$ cat src/rtl/motion_update_broadcaster.sv
// motion_update_broadcaster
// Accepts updated particles from the motion datapath and works out each
// particle's destination cell, wrapping periodically at the grid edges. It
// queues the entries and broadcasts one per cycle to every cell cache. The
// whole update is framed by out_motion_update_enable. A single done pulse
// follows once the caches have had time to swap their buffers.
module motion_update_broadcaster #(
  parameter int DATA_WIDTH      = 32,
  parameter int CELL_ID_WIDTH   = 4,
  parameter int X_DIM           = 4,
  parameter int Y_DIM           = 4,
  parameter int Z_DIM           = 4,
  parameter int FIFO_DEPTH      = 8,
  parameter int FIFO_ADDR_WIDTH = 3,
  parameter int COUNT_WIDTH     = 16
) (
  input  logic                       clk,
  input  logic                       rst,
  input  logic                       in_start,
  input  logic                       in_valid,
  output logic                       in_ready,
  input  logic                       in_last,
  input  logic [3*DATA_WIDTH-1:0]    in_data,
  input  logic [3*CELL_ID_WIDTH-1:0] in_src_cell,
  input  logic [5:0]                 in_cross,
  output logic                       out_motion_update_enable,
  output logic [3*DATA_WIDTH-1:0]    out_data,
  output logic [3*CELL_ID_WIDTH-1:0] out_data_dst_cell,
  output logic                       out_data_valid,
  output logic                       out_busy,
  output logic                       out_done,
  output logic [COUNT_WIDTH-1:0]     out_particle_count,
  output logic                       out_error
);

  localparam int CW      = CELL_ID_WIDTH;
  localparam int AW      = FIFO_ADDR_WIDTH;
  localparam int ENTRY_W = 3*DATA_WIDTH + 3*CW;

  typedef enum logic [2:0] {IDLE, STREAM, DRAIN, SETTLE, DONE} state_t;

  state_t state_reg, state_next;
  logic   settle_cnt_reg;

  logic [AW:0]        wr_ptr_reg, rd_ptr_reg;
  logic [ENTRY_W-1:0] fifo_mem [FIFO_DEPTH];
  logic               fifo_empty, fifo_full;
  logic               push, pop, start_accept;

  logic [3*CW-1:0]    dst_cell;
  logic [2:0]         axis_err;
  logic               push_err;

  logic [3*DATA_WIDTH-1:0] out_data_reg;
  logic [3*CW-1:0]         out_cell_reg;
  logic                    out_valid_reg;
  logic                    enable_reg;
  logic [COUNT_WIDTH-1:0]  count_reg;
  logic                    error_reg;

  // Extra pointer MSB tells full apart from empty when the indices match.
  assign fifo_empty = (wr_ptr_reg == rd_ptr_reg);
  assign fifo_full  = (wr_ptr_reg[AW] != rd_ptr_reg[AW]) &&
                      (wr_ptr_reg[AW-1:0] == rd_ptr_reg[AW-1:0]);

  assign start_accept = (state_reg == IDLE) && in_start;
  assign in_ready     = (state_reg == STREAM) && !fifo_full;
  assign push         = in_valid && in_ready;
  assign pop          = ((state_reg == STREAM) || (state_reg == DRAIN)) && !fifo_empty;

  // Per-axis destination. Cell slice gi=0 is z, 1 is y, 2 is x. The cross
  // code for that axis sits at the mirrored position in in_cross.
  for (genvar gi = 0; gi < 3; gi++) begin : g_axis
    localparam int AXIS_DIM = (gi == 0) ? Z_DIM : ((gi == 1) ? Y_DIM : X_DIM);
    localparam logic [CW-1:0] DIM_C = CW'(AXIS_DIM);
    localparam logic [CW-1:0] ONE_C = CW'(1);

    logic [CW-1:0] src_c;
    logic [1:0]    code;
    logic [CW-1:0] axis_dst;
    logic          axis_bad;

    assign src_c = in_src_cell[gi*CW +: CW];
    assign code  = in_cross[(2-gi)*2 +: 2];

    // Periodic wrap. Out-of-range coordinates and the illegal code pass
    // through unchanged and flag an error.
    always_comb begin
      axis_dst = src_c;
      axis_bad = 1'b0;
      if ((src_c == '0) || (src_c > DIM_C)) begin
        axis_bad = 1'b1;
      end else begin
        case (code)
          2'b01:   axis_dst = (src_c == DIM_C) ? ONE_C : src_c + ONE_C;
          2'b11:   axis_dst = (src_c == ONE_C) ? DIM_C : src_c - ONE_C;
          2'b10:   axis_bad = 1'b1;
          default: axis_dst = src_c;
        endcase
      end
    end

    assign dst_cell[gi*CW +: CW] = axis_dst;
    assign axis_err[gi]          = axis_bad;
  end

  assign push_err = |axis_err;

  // Broadcast buffer storage. The array has no reset, so it maps onto RAM.
  always_ff @(posedge clk) begin
    if (push) begin
      fifo_mem[wr_ptr_reg[AW-1:0]] <= {in_data, dst_cell};
    end
  end

  // FIFO pointers.
  always_ff @(posedge clk or negedge rst) begin
    if (!rst) begin
      wr_ptr_reg <= '0;
      rd_ptr_reg <= '0;
    end else begin
      if (push) wr_ptr_reg <= wr_ptr_reg + 1'b1;
      if (pop)  rd_ptr_reg <= rd_ptr_reg + 1'b1;
    end
  end

  // Registered broadcast. Payload and cell are zero whenever not valid.
  always_ff @(posedge clk or negedge rst) begin
    if (!rst) begin
      out_data_reg  <= '0;
      out_cell_reg  <= '0;
      out_valid_reg <= 1'b0;
    end else if (pop) begin
      {out_data_reg, out_cell_reg} <= fifo_mem[rd_ptr_reg[AW-1:0]];
      out_valid_reg                <= 1'b1;
    end else begin
      out_data_reg  <= '0;
      out_cell_reg  <= '0;
      out_valid_reg <= 1'b0;
    end
  end

  // State register plus the settle-cycle counter.
  always_ff @(posedge clk or negedge rst) begin
    if (!rst) begin
      state_reg      <= IDLE;
      settle_cnt_reg <= 1'b0;
    end else begin
      state_reg      <= state_next;
      settle_cnt_reg <= (state_reg == SETTLE) ? ~settle_cnt_reg : 1'b0;
    end
  end

  // Next-state logic. DRAIN ends only after the last broadcast has left.
  always_comb begin
    state_next = state_reg;
    case (state_reg)
      IDLE:    if (in_start) state_next = STREAM;
      STREAM:  if (push && in_last) state_next = DRAIN;
      DRAIN:   if (fifo_empty && !out_valid_reg) state_next = SETTLE;
      SETTLE:  if (settle_cnt_reg) state_next = DONE;
      DONE:    state_next = IDLE;
      default: state_next = IDLE;
    endcase
  end

  // Enable frames the broadcast window. It falls on the edge that leaves DRAIN.
  always_ff @(posedge clk or negedge rst) begin
    if (!rst) begin
      enable_reg <= 1'b0;
    end else begin
      enable_reg <= (state_next == STREAM) || (state_next == DRAIN);
    end
  end

  // Saturating broadcast counter. It holds its value between updates.
  always_ff @(posedge clk or negedge rst) begin
    if (!rst) begin
      count_reg <= '0;
    end else if (start_accept) begin
      count_reg <= '0;
    end else if (pop && (count_reg != '1)) begin
      count_reg <= count_reg + 1'b1;
    end
  end

  // Sticky error flag for bad cross codes or bad source coordinates.
  always_ff @(posedge clk or negedge rst) begin
    if (!rst) begin
      error_reg <= 1'b0;
    end else if (start_accept) begin
      error_reg <= 1'b0;
    end else if (push && push_err) begin
      error_reg <= 1'b1;
    end
  end

  assign out_motion_update_enable = enable_reg;
  assign out_data                 = out_data_reg;
  assign out_data_dst_cell        = out_cell_reg;
  assign out_data_valid           = out_valid_reg;
  assign out_busy                 = (state_reg != IDLE);
  assign out_done                 = (state_reg == DONE);
  assign out_particle_count       = count_reg;
  assign out_error                = error_reg;

endmodule

$ cat config.mk
export PLATFORM = sky130hd
export DESIGN_NAME = motion_update_broadcaster
export DESIGN_NICKNAME = d
export VERILOG_FILES = /design/src/rtl/motion_update_broadcaster.sv
export SDC_FILE = /design/constraint.sdc
export NUM_CORES = 1
export LEC_CHECK = 0
export BUFFER_PORTS_ARGS = -buffer_cell sky130_fd_sc_hd__buf_2
export CAP_MARGIN = 20
export CORE_MARGIN = 8
export CORE_UTILIZATION = 40
export CTS_BUF_LIST = sky130_fd_sc_hd__clkbuf_8
export CTS_CLUSTER_SIZE = 14
export DETAILED_ROUTE_END_ITERATION = 8
export HOLD_SLACK_MARGIN = 0.1
export PLACE_DENSITY = 0.63
export SLEW_MARGIN = 20
export SYNTH_ARGS = -nofsm -noshare
export SYNTH_HDL_FRONTEND = slang
export SYNTH_SLANG_ARGS = --single-unit
$ cat constraint.sdc
create_clock -name clk -period 15.12 [get_ports clk]
set_clock_uncertainty 0.1 [all_clocks]
set_input_delay 0.756 -clock clk [delete_from_list [all_inputs] [get_ports clk]]
set_output_delay 0.756 -clock clk [all_outputs]
set_load 0.02 [all_outputs]
==> results.md, run 1 <==
* Max cap viols at 0
* CTS Hold Buffers Added at 97
* Vias in the first global route at slightly below 20000
* Tmin final at 4.769 ns
* Post-synth top area share at 69.06%
* Die Span Y at ~320 µm
* Total Power at 7.854 mW
* Post-Syn Instances at 1741
* Clk root buf: clkbuf_8
* Mapped Area at around 38000 µm²
* WS Path Type: reg2reg
* Placed cells at 3188
* Iter 0 DRT Violations at 1274
* Final Util at 47.65%
* Post-CTS setup buffers at 0
* Leakage at 15.80 nW
* Final wirelength at 83920 µm
* Layout cell share with drive strength beyond 1 at 30.87%
* Gpl congestion at 0.7443
* Fin crit share at 31.54%
* Commonest non-fill, non-tap cell in the layout: edfxtp_1
* Post-Layout Cell Count at 3585
* Final setup viols at 0
* Dpl hpwl at about 47000 µm
* Worst Setup Start Kind: flop
* Grt ovf at 0
* Die ar. at between 100000 and 150000 µm²
* Total GRT Usage at 16.12%
* Top Ports at 249
* CTS tree: built
* Area leader, netlist: edfxtp_1
* Power per cell area at 176.9 nW/µm²
* Library cells used by synthesis at 54
* Crit Path Max Fanout at 62
* Worst path required time at between 15 and 20 ns
* Synthesized area per cell at 21.58 µm²
* Synth top area cells: edfxtp_1 69%, mux4_2 13%, dfrtp_1 9.3%, mux2i_1 3.1%, nor2_1 1.3%
* Post-synth ARST share at 13.86%
* Fillers at around 7800
* Slew @ Worst Pin at ~1.1 ns
* EDFF count, synth at 864
* Post-cts resize count at 0
* Status: finished clean
* Fmax at 0.2097 GHz
* DIE WIDTH at approximately 320 µm
* Headroom to the max-slew limit at 24.69%
* Initial core utilization at 40.32%
* Final ANT Viol Nets at 0
* CP arrival at 5.08 ns
* Hold Fails Final Rpt at 0
* Area Overhead vs Synth at 18.19%
* Register area share after synthesis at 78.31%
* CP endpoint kind: flop
* Layout Nets at 2327
* # port buffers at 248
* Final Slew Violations at 0
* Top_reg_cell synth: edfxtp_1
* Largest register FFs at 864
* Antenna violations before repair at 14
* Max clock buf depth at 3
* Largest net degree at the start of global routing at 90
* HP Class: in2reg
* Synthesis Warnings at 0
* RSZ-0062 raised after global routing: no
* Worst vdd rail ir drop at 171.8 µV
* DR pass1 iterations at 5
* Synth Net Count at 1872
* Number of buffers created by CTS at between 150 and 200
* Number of synthesized register bits at 1003
* H-Tree Depth at 4
* Clock latency on the worst-skew pair at 0.79 ns
* Via count at 18450
* Setup_tns at 0 ns
* First-pass GRT wire length at 125900 µm
* FP Rows at 112
* Via density per instance at approximately 5
* Most frequent cells in the layout: 864 x edfxtp_1, 247 x buf_2, 216 x mux4_2, 177 x clkbuf_8, 136 x dfrtp_1
* Clock-pin slew on the worst setup and hold paths at 0.06 ns
* DRC at 0
* DR WL/cell at 23.41 µm
* Clk sink count at between 1000 and 1500
* Core Region at between 90000 and 100000 µm²
-- per-layer routing --
metal	wire length [µm]	part of all wire [%]	vias to the layer above	track usage, %
li1	-	-	8007	-
met1	35610	42	9743	21.14
met2	41720	50	567	27.01
met3	5160	6.1	129	3.872
met4	1386	1.7	6	4.271
met5	42	0.050	-	0
-- metrics by stage --
| step | area, µm² | worst slack [ns] | hold slack, ns |
|---|---|---|---|
| floorplan | 37570 | 5.489 | 0.3357 |
| global placement | 40320 | 9.951 | 0.3490 |
| detailed placement | 40330 | 9.905 | 0.3612 |
| CTS | 44330 | 9.836 | 0.1052 |
| global route | 44390 | 9.994 | 0.1387 |
| finish | 44400 | 10.35 | 0.2201 |
-- critical path, stage by stage, from the launching register on --
cell and delay, ns:
dfrtp_4 1.03, xnor2_1 0.26, a41oi_1 0.68, nand2_1 0.38
nor3_2 0.18, buf_4 0.85, buf_4 0.83
-- cells in the mapped netlist, types with 2 or more instances --
| cell | number |
|---|---|
| clkbuf_1 | 40 |
| and3_1 | 3 |
| edfxtp_1 | 864 |
| nand2b_1 | 10 |
| nand4bb_1 | 2 |
| nand4b_1 | 2 |
| o22ai_1 | 2 |
| buf_2 | 32 |
| o31ai_1 | 3 |
| nor4b_1 | 2 |
| dfrtp_1 | 139 |
| nand4_1 | 5 |
| mux4_2 | 216 |
| a21oi_1 | 20 |
| a41o_1 | 3 |
| nand3b_1 | 3 |
| nor3_1 | 10 |
| o41ai_1 | 4 |
| xnor2_1 | 9 |
| nand3_1 | 6 |
| a41oi_1 | 3 |
| buf_1 | 12 |
| inv_1 | 16 |
| xor2_1 | 9 |
| and2_1 | 3 |
| nor2b_1 | 2 |
| nand2_1 | 28 |
| or3_1 | 2 |
| o21ai_0 | 8 |
| and4_1 | 4 |
| mux2i_1 | 115 |
| nor2_1 | 131 |
| ha_1 | 12 |
-- kinds of logic (layout without fill, tap and decap cells) --
group	after synthesis	in the layout	share of synthesized area [%]
AO/OA/AOI/OAI	53	53	0.9625
AND/OR/NAND/NOR	222	222	2.747
multiplexers	332	332	16.04
buffers and inverters	101	683	1.116
other	0	8	0
flip-flops	1003	1003	78.31
adder cells (fa/ha/maj)	12	12	0.3996
XOR/XNOR	18	18	0.4196
-- final timing paths --
| check | slack, ns | to | startpoint | cells past startpoint |
|---|---|---|---|---|
| max | 10.35 | fifo_mem[2][32] | rd_ptr_reg[2] | 6 |
| min | 0.22 | fifo_mem[4][101] | in_data[89] | 1 |
| max reg2reg | 10.35 | fifo_mem[2][32] | rd_ptr_reg[2] | 6 |
| min reg2reg | 0.37 | settle_cnt_reg | settle_cnt_reg | 1 |
| max in group asynchronous | 12.68 | rd_ptr_reg[2] | rst | 3 |
| min in group asynchronous | 0.57 | out_data[87] | rst | 2 |
-- final cells by class --
class / instances / area [µm²] / share of cell area (%)
Sequential cell: 1003 / 29430 / 66.29
Clock buffer: 177 / 2436 / 5.486
Multi-Input combinational cell: 637 / 7791 / 17.55
Timing Repair Buffer: 376 / 2502 / 5.636
Clock inverter: 113 / 586.8 / 1.322
Antenna cell: 8 / 20.02 / 0.04508
Tap cell: 1254 / 1569 / 3.533
Inverter: 17 / 63.81 / 0.1437
-- where the power goes --
part           leakage (nW)  internal, mW  switching [mW]
Sequential             9.59          3.34           0.184
Clock                  1.79          1.12            1.04
Combinational          4.42         0.924            1.25
(Power assumes the default switching activity.)
==> run 2: changes to the inputs <==
==> constraint.sdc (replaced) <==
create_clock -name clk -period 4.5 [get_ports clk]
set_clock_uncertainty 0.1 [all_clocks]
set_input_delay 0.225 -clock clk [delete_from_list [all_inputs] [get_ports clk]]
set_output_delay 0.225 -clock clk [all_outputs]
set_load 0.02 [all_outputs]
==> run 2 against run 1 <==
  * Clock-buffer cell count is 8 lower
  * Core utilization rose by 1.5 points
  * Sequential power grew to 3.3 times the previous value
  * Cell count increased by 3.4%
  * Wire length up 1.5%
  * Largest power group unchanged
  * Worst setup slack worse by 9.3 ns
  * Non-clock buffer count is 111 higher
  * Hold slack worse by 0.012 ns
  * Global-route usage grew 0.38 points
  * Total power rose to 3.4 times the previous value
  * Sequential cell count unchanged
  * Sequential share of layout area shrank 2.0 points
==> results.md, run 2 (synthesis gave the netlist of run 1 again) <==
* Status: finished clean
* Fmax at 0.2890 GHz (+38%)
* Leakage at 16.31 nW (+3.2%)
* DR pass1 iterations at 5 (unchanged)
* Max clock buf depth at 3 (unchanged)
* Top Ports at 249 (unchanged)
* HP Class: in2reg
* Setup_tns at 0 ns (unchanged)
* Antenna violations before repair at 12 (-2)
* Clk sink count at 1003 (unchanged)
* Hold Crit Depth at 2 (+1)
* Commonest non-fill, non-tap cell in the layout: edfxtp_1
* Seq pwr share at 43.8% (-1.1 points)
* Tmin final at 3.460 ns (-1.310 ns)
* Via density per instance at 5.050 (-1.9%)
* Worst path required time at 4.85 ns (-10.58 ns)
* Headroom to the max-slew limit at 29.83% (+5.1 points)
* Clock-pin slew on the worst setup and hold paths at 0.06 ns (about the same)
* CTS tree: built
* Int Pwr at 18.27 mW (+240%)
* DRC at 0 (unchanged)
* Dpl hpwl at 44520 µm (-6.1%)
* Grt ovf at 0 (unchanged)
* H-Tree Depth at 4 (unchanged)
* First-pass GRT wire length at 129100 µm (+2.5%)
* Worst Setup Start Kind: flop
* Post-cts resize count at 0 (unchanged)
* Slew @ Worst Pin at 1.052 ns (-0.07722 ns)
* Total GRT Usage at 16.49% (+0.38 points)
* Layout cell share with drive strength beyond 1 at 29.75% (-1.1 points)
* Initial core utilization at 40.32% (unchanged)
* Largest net degree at the start of global routing at 111 (+23%)
* RSZ-0062 raised after global routing: no
* Final setup viols at 0 (unchanged)
* Max cap viols at 0 (unchanged)
* Layout Nets at 2439 (+4.8%)
* Final ANT Viol Nets at 0 (unchanged)
* Core Region at 93190 µm² (unchanged)
* Logic pwr share at 28.5% (+0.8 points)
* # port buffers at 248 (unchanged)
* FP Rows at 112 (unchanged)
* Most frequent cells in the layout: 864 x edfxtp_1, 247 x buf_2, 216 x mux4_2, 209 x dlygate4sd3_1, 169 x clkbuf_8
* Power per cell area at 582.8 nW/µm² (+230%)
* Final Slew Violations at 0 (unchanged)
* Number of buffers created by CTS at 162 (+0.62%)
* Via count at 18720 (+1.5%)
* R2R depth at 5 (-1)
* Die ar. at 104000 µm² (unchanged)
* Net Sw Frac at 31.49% (about the same)
* Die Span Y at 322.5 µm (unchanged)
* Fin crit share at 76.88% (+45 points)
* DP Area at 40540 µm² (+0.53%)
* Hold Fails Final Rpt at 0 (unchanged)
* CP endpoint kind: flop
* Psw at 8.400 mW (+240%)
* Crit Path Max Fanout at 46 (-26%)
* CP arrival at 3.80 ns (-1.28 ns)
* Power share of the clock group at 27.7% (+0.3 points)
* Clock latency on the worst-skew pair at 0.80 ns (about the same)
* Area Overhead vs Synth at 21.80%
* Fin area at 45760 µm² (+3.1%)
* Largest register FFs at 864 (unchanged)
* DIE WIDTH at 322.5 µm (unchanged)
* DR WL/cell at 22.99 µm (-1.8%)
* Vias in the first global route at 20920 (+5.7%)
* Clk root buf: clkbuf_8
* WS Path Type: reg2reg
* Iter 0 DRT Violations at 1268 (-0.47%)
* Worst vdd rail ir drop at 1046 µV (+510%)
* Final wirelength at 85220 µm (+1.5%)
* Gpl congestion at 0.7476 (+0.44%)
run 2: cell types whose count changed in the layout (fill, tap and decap cells not counted), moves of 3 or more:
| cell | before | now |
|---|---|---|
| buf_4 | 26 | 13 |
| dlygate4sd3_1 | 97 | 209 |
| clkinv_1 | 21 | 31 |
| inv_1 | 83 | 73 |
| buf_12 | 0 | 16 |
| buf_6 | 4 | 1 |
| bufinv_16 | 2 | 5 |
| clkinv_2 | 11 | 24 |
| clkbuf_8 | 177 | 169 |
run 2: per-stage QoR:
step / std cells / total power [mW] / hold WS [ns] / utilization (%) / worst slack (ns)
floorplan: 1741 / 17.07 / -0.1706 / - / -0.1897
global placement: 3188 / 19.40 / 0.2407 / 43.51 / 1.050
detailed placement: 3188 / 19.51 / 0.2465 / 43.51 / 0.9718
CTS: 3698 / 27.18 / 0.1008 / 49.08 / 0.9701
global route: 3703 / 28.11 / 0.1146 / 49.10 / 0.8615
finish: 3707 / 26.67 / 0.2079 / 49.11 / 1.040
run 2: area by class of cell:
class | instances | area, µm²
Tap cell | 1254 | 1569
Multi-Input combinational cell | 637 | 7811
Clock inverter | 131 | 750.7
Inverter | 17 | 63.81
Fill cell | 7670 | 47430
Antenna cell | 9 | 22.52
Clock buffer | 169 | 2326
Timing Repair Buffer | 487 | 3785
Sequential cell | 1003 | 29430
run 2: final timing paths:
path / start / end / slack (ns)
setup / recovery: rd_ptr_reg[1] / fifo_mem[5][81] / 1.04
hold / removal: in_data[60] / fifo_mem[6][72] / 0.21
setup reg to reg: rd_ptr_reg[1] / fifo_mem[5][81] / 1.04
hold reg to reg: settle_cnt_reg / settle_cnt_reg / 0.39
max in group asynchronous: rst / rd_ptr_reg[2] / 3.01
min in group asynchronous: rst / out_data[53] / 0.51
run 2: worst max-delay path, cell delays in order, from the launching register on:
cell	delay, ns
dfrtp_4	0.76
xnor2_1	0.23
a41oi_2	0.52
nand2b_1	0.36
nor2_4	0.71
buf_12	0.39
run 2: metal layers:
| metal | global-route usage [%] | up-vias | part of all wire [%] |
|---|---|---|---|
| li1 | - | 8245 | - |
| met3 | 4.298 | 129 | 6.3 |
| met5 | 0 | - | 0.045 |
| met2 | 28.37 | 481 | 50 |
| met1 | 20.54 | 9860 | 41 |
| met4 | 4.896 | 6 | 2.0 |
run 2: what timing repair did:
| item | 4_1_cts | 5_1_grt |
|---|---|---|
| endpoints found under the setup margin | 0 | 0 |
| hold buffers | 210 | 0 |
| endpoints found under the hold margin | 969 | 0 |
| buffers inserted | 0 | 0 |
run 2: power groups by stage:
stage / registers, mW / logic [mW] / clock network [mW]
after global placement: 11.9 / 7.53 / 0
after CTS: 11.7 / 7.81 / 7.65
after detailed placement: 11.9 / 7.62 / 0
final: 11.7 / 7.59 / 7.39
after global routing: 11.8 / 8.26 / 8.05
after floorplan: 12.1 / 4.94 / 0
==> run 3: changes to the inputs <==
--- a/config.mk
+++ b/config.mk
@@ -5,6 +5,7 @@
 export SDC_FILE = /design/constraint.sdc
 export NUM_CORES = 1
 export LEC_CHECK = 0
+export ABC_AREA = 1
 export BUFFER_PORTS_ARGS = -buffer_cell sky130_fd_sc_hd__buf_2
 export CAP_MARGIN = 20
 export CORE_MARGIN = 8
@@ -13,7 +14,7 @@
 export CTS_CLUSTER_SIZE = 14
 export DETAILED_ROUTE_END_ITERATION = 8
 export HOLD_SLACK_MARGIN = 0.1
-export PLACE_DENSITY = 0.63
+export PLACE_DENSITY = 0.62
 export SLEW_MARGIN = 20
 export SYNTH_ARGS = -nofsm -noshare
 export SYNTH_HDL_FRONTEND = slang
==> constraint.sdc (replaced) <==
create_clock -name clk -period 3.35 [get_ports clk]
set_clock_uncertainty 0.1 [all_clocks]
set_input_delay 0.1675 -clock clk [delete_from_list [all_inputs] [get_ports clk]]
set_output_delay 0.1675 -clock clk [all_outputs]
set_load 0.02 [all_outputs]
==> run 3 against run 2 <==
  * Wire length grew 13%
  * Worst setup slack lost 0.48 ns
  * Sequential cell count is the same
  * Cell count grew 30%
  * Clock power grew 32%
  * Via count grew 33%
  * Non-clock buffer count grew 34
  * Synthesized cell count grew 67%
  * Global-route usage grew 0.99 points
  * Die area grew 3.4%
  * Core utilization shrank 0.53 points
  * Register-to-register slack lost 0.48 ns
  * Critical endpoint is now out_data[75]
  * Largest cell class unchanged
  * Highest routed layer unchanged
==> results.md, run 3 <==
* Crit Path Max Fanout at 139 (+200%)
* Layout Nets at 3543 (+45%)
* Post-CTS setup buffers at 0 (unchanged)
* Initial core utilization at 40.29% (about the same)
* Status: finished clean
* HP Class: in2reg
* Post-route worst setup slack at 0.5555 ns (-0.4849 ns)
* Die ar. at 107500 µm² (+3.4%)
* Top_reg_cell synth: edfxtp_1
* DR pass1 iterations at 5 (unchanged)
* WS Path Type: reg2reg
* Fmax at 0.3578 GHz (+24%)
* Final Util at 48.57% (-0.53 points)
* Synth Net Count at 3038 (+62%)
* Fillers at 8397 (+9.5%)
* Headroom to the max-slew limit at 12.98% (-17 points)
* Power per cell area at 814.5 nW/µm² (+40%)
* Fin crit share at 83.42% (+6.5 points)
* First-pass GRT wire length at 145900 µm (+13%)
* CP arrival at 3.42 ns (-0.38 ns)
* CP endpoint kind: flop
* Most frequent cells in the layout: 864 x edfxtp_1, 752 x nand2_1, 332 x a21oi_1, 247 x buf_2, 221 x dlygate4sd3_1
* Max clock buf depth at 3 (unchanged)
* H-Tree Depth at 4 (unchanged)
* Tmin final at 2.795 ns (-0.6651 ns)
* Reg2reg end: out_data[75]
* Post-Syn Instances at 2907 (+67%)
* Final setup viols at 0 (unchanged)
* Max cap viols at 0 (unchanged)
* EDFF count, synth at 864 (unchanged)
* Top Ports at 249 (unchanged)
* Antenna violations before repair at 7 (-5)
* Area leader, netlist: edfxtp_1
* DR WL/cell at 19.93 µm (-13%)
* Synthesized area per cell at 13.38 µm² (-38%)
* Mapped Area at 38900 µm² (+3.6%)
* Vias in the first global route at 24630 (+18%)
* Pre-CTS setup slack at 0.6043 ns (-0.3676 ns)
* DRC at 0 (unchanged)
* Clk root buf: clkbuf_8
* Via density per instance at 5.158 (+2.1%)
* Largest register FFs at 864 (unchanged)
* Final wirelength at 96340 µm (+13%)
* Worst R2R Setup Slack at 0.56 ns (-0.48 ns)
* Worst vdd rail ir drop at 778.4 µV (-26%)
* Final Slew Violations at 0 (unchanged)
* Via count at 24940 (+33%)
* Core Region at 96570 µm² (+3.6%)
* Number of buffers created by CTS at 165 (+1.9%)
* DIE WIDTH at 327.9 µm (+1.7%)
* Worst Setup SP: rd_ptr_reg[0]
* Hold slack at 0.2190 ns (+0.01116 ns)
* Synth cell count leaders: 864 x edfxtp_1, 753 x nand2_1, 332 x a21oi_1
* Most common cell in the netlist: edfxtp_1
* Fin area at 46910 µm² (+2.5%)
* DP Area at 41600 µm² (+2.6%)
* Layout cell share with drive strength beyond 1 at 14.92% (-15 points)
* Worst path required time at 3.97 ns (-0.88 ns)
* CTS tree: built
* Iter 0 DRT Violations at 1962 (+55%)
* Final ANT Viol Nets at 0 (unchanged)
* # port buffers at 248 (unchanged)
* Synth top area cells: edfxtp_1 67%, dfrtp_1 8.9%, nand2_1 7.3%, a21oi_1 4.3%, a32o_1 2.8%
* Die Span Y at 327.9 µm (+1.7%)
* Number of synthesized register bits at 1003 (unchanged)
* Area Overhead vs Synth at 20.57%
* Worst Setup Start Kind: flop
* Clock-pin slew on the worst setup and hold paths at 0.06 ns (about the same)
* Hold Fails Final Rpt at 0 (unchanged)
* Synthesis Warnings at 0 (unchanged)
* R2R depth at 7 (+2)
* Clk sink count at 1003 (unchanged)
* CP Capture Point: out_data[75]
* Placed cells at 4299 (+35%)
* Leakage at 17.50 nW (+7.3%)
* Commonest non-fill, non-tap cell in the layout: edfxtp_1
* FP Rows at 114 (+1.8%)
* Clock latency on the worst-skew pair at 0.80 ns (about the same)
* Library cells used by synthesis at 34 (-37%)
* Register area share after synthesis at 75.63% (-2.7 points)
* Gpl congestion at 0.8035 (+7.5%)
* Dpl hpwl at 48850 µm (+9.7%)
* Post-synth top area share at 66.69% (-2.4 points)
* Critical R2R Launch: rd_ptr_reg[0]
* Post-Layout Cell Count at 4834 (+30%)
* RSZ-0062 raised after global routing: no
* Grt ovf at 0 (unchanged)
* Largest net degree at the start of global routing at 205 (+85%)
* Slew @ Worst Pin at 1.305 ns (+0.2528 ns)
* Total GRT Usage at 17.48% (+0.99 points)
* Post-synth ARST share at 13.86% (unchanged)
[run 3: changes by cell type after synthesis, moves of 18 or more]
cell / delta
nand2_1: +725
a21oi_1: +312
mux4_2: -216
mux2i_1: -115
o21ai_1: +109
a22oi_1: +108
a32o_1: +108
buf_2: +83
nand3_1: +26
inv_1: +23
buf_6: +20
o21ai_0: +18
[run 3: stage by stage]
stage | power, mW | setup TNS, ns
final | 38.21 | 0
after global routing | 40.45 | 0
after CTS | 38.66 | 0
after detailed placement | 28.53 | 0
after global placement | 28.41 | 0
after floorplan | 24.77 | -900.92
[run 3: how the worst min path moves through the flow]
stage               slack, ns         endpoint   startpoint  depth (start not counted)
floorplan               -0.23      out_data[0]          rst                          0
global placement         0.18     out_data[26]          rst                          1
detailed placement       0.18     out_data[30]          rst                          1
CTS                      0.10   fifo_mem[2][2]  in_cross[5]                          7
global route             0.18  fifo_mem[0][53]  in_data[41]                          2
finish                   0.22  fifo_mem[4][53]  in_data[41]                          2
[run 3: repair_timing]
action	4_1_cts	5_1_grt
endpoints found under the hold margin	1135	0
endpoints found under the setup margin	0	0
gates resized for setup	0	0
hold buffers	222	0
[run 3: final cells by class]
| type | instances | area, µm² | area share (%) |
|---|---|---|---|
| well taps | 1276 | 1597 | 3.404 |
| clock inverters | 131 | 630.6 | 1.344 |
| diodes | 6 | 15.01 | 0.03201 |
| flip-flops and latches | 1003 | 29430 | 62.75 |
| repair buffers | 521 | 4245 | 9.051 |
| inverters | 47 | 191.4 | 0.4081 |
| multi-input cells | 1674 | 8371 | 17.85 |
| clock buffers | 176 | 2422 | 5.164 |
[run 3: routing by layer]
layer	global-route usage [%]	share of wire, %	vias up
met1	23.53	44	12360
met4	5.918	2.3	2
met5	0	0.013	-
met3	3.655	5.8	160
li1	-	-	11690
met2	28.22	48	726
[run 3: logic make-up after synthesis]
group,Yosys count,share of synthesized area [%]
DFF,1003,75.63
buffers and inverters,230,3.052
adders and majority gates,12,0.3859
AOI/OAI and AO/OA,690,11.01
xor gates and xnor gates,26,0.5853
and+or+nand+nor,946,9.343
[run 3: where the power goes]
group / total, mW / switching, mW / internal [mW]
registers: 15.7 / 0.569 / 15.1
logic: 12.7 / 8.69 / 4.04
clock network: 9.79 / 4.82 / 4.97
total: 38.2 / 14.1 / 24.1
[run 3: critical path, stage by stage (launching register included)]
cell	delay, ns
dfrtp_4	0.47
buf_12	0.46
buf_4	0.84
nand2_1	0.12
a32o_1	0.30
nand2_1	0.06
o21ai_1	0.08
nor2_1	0.12
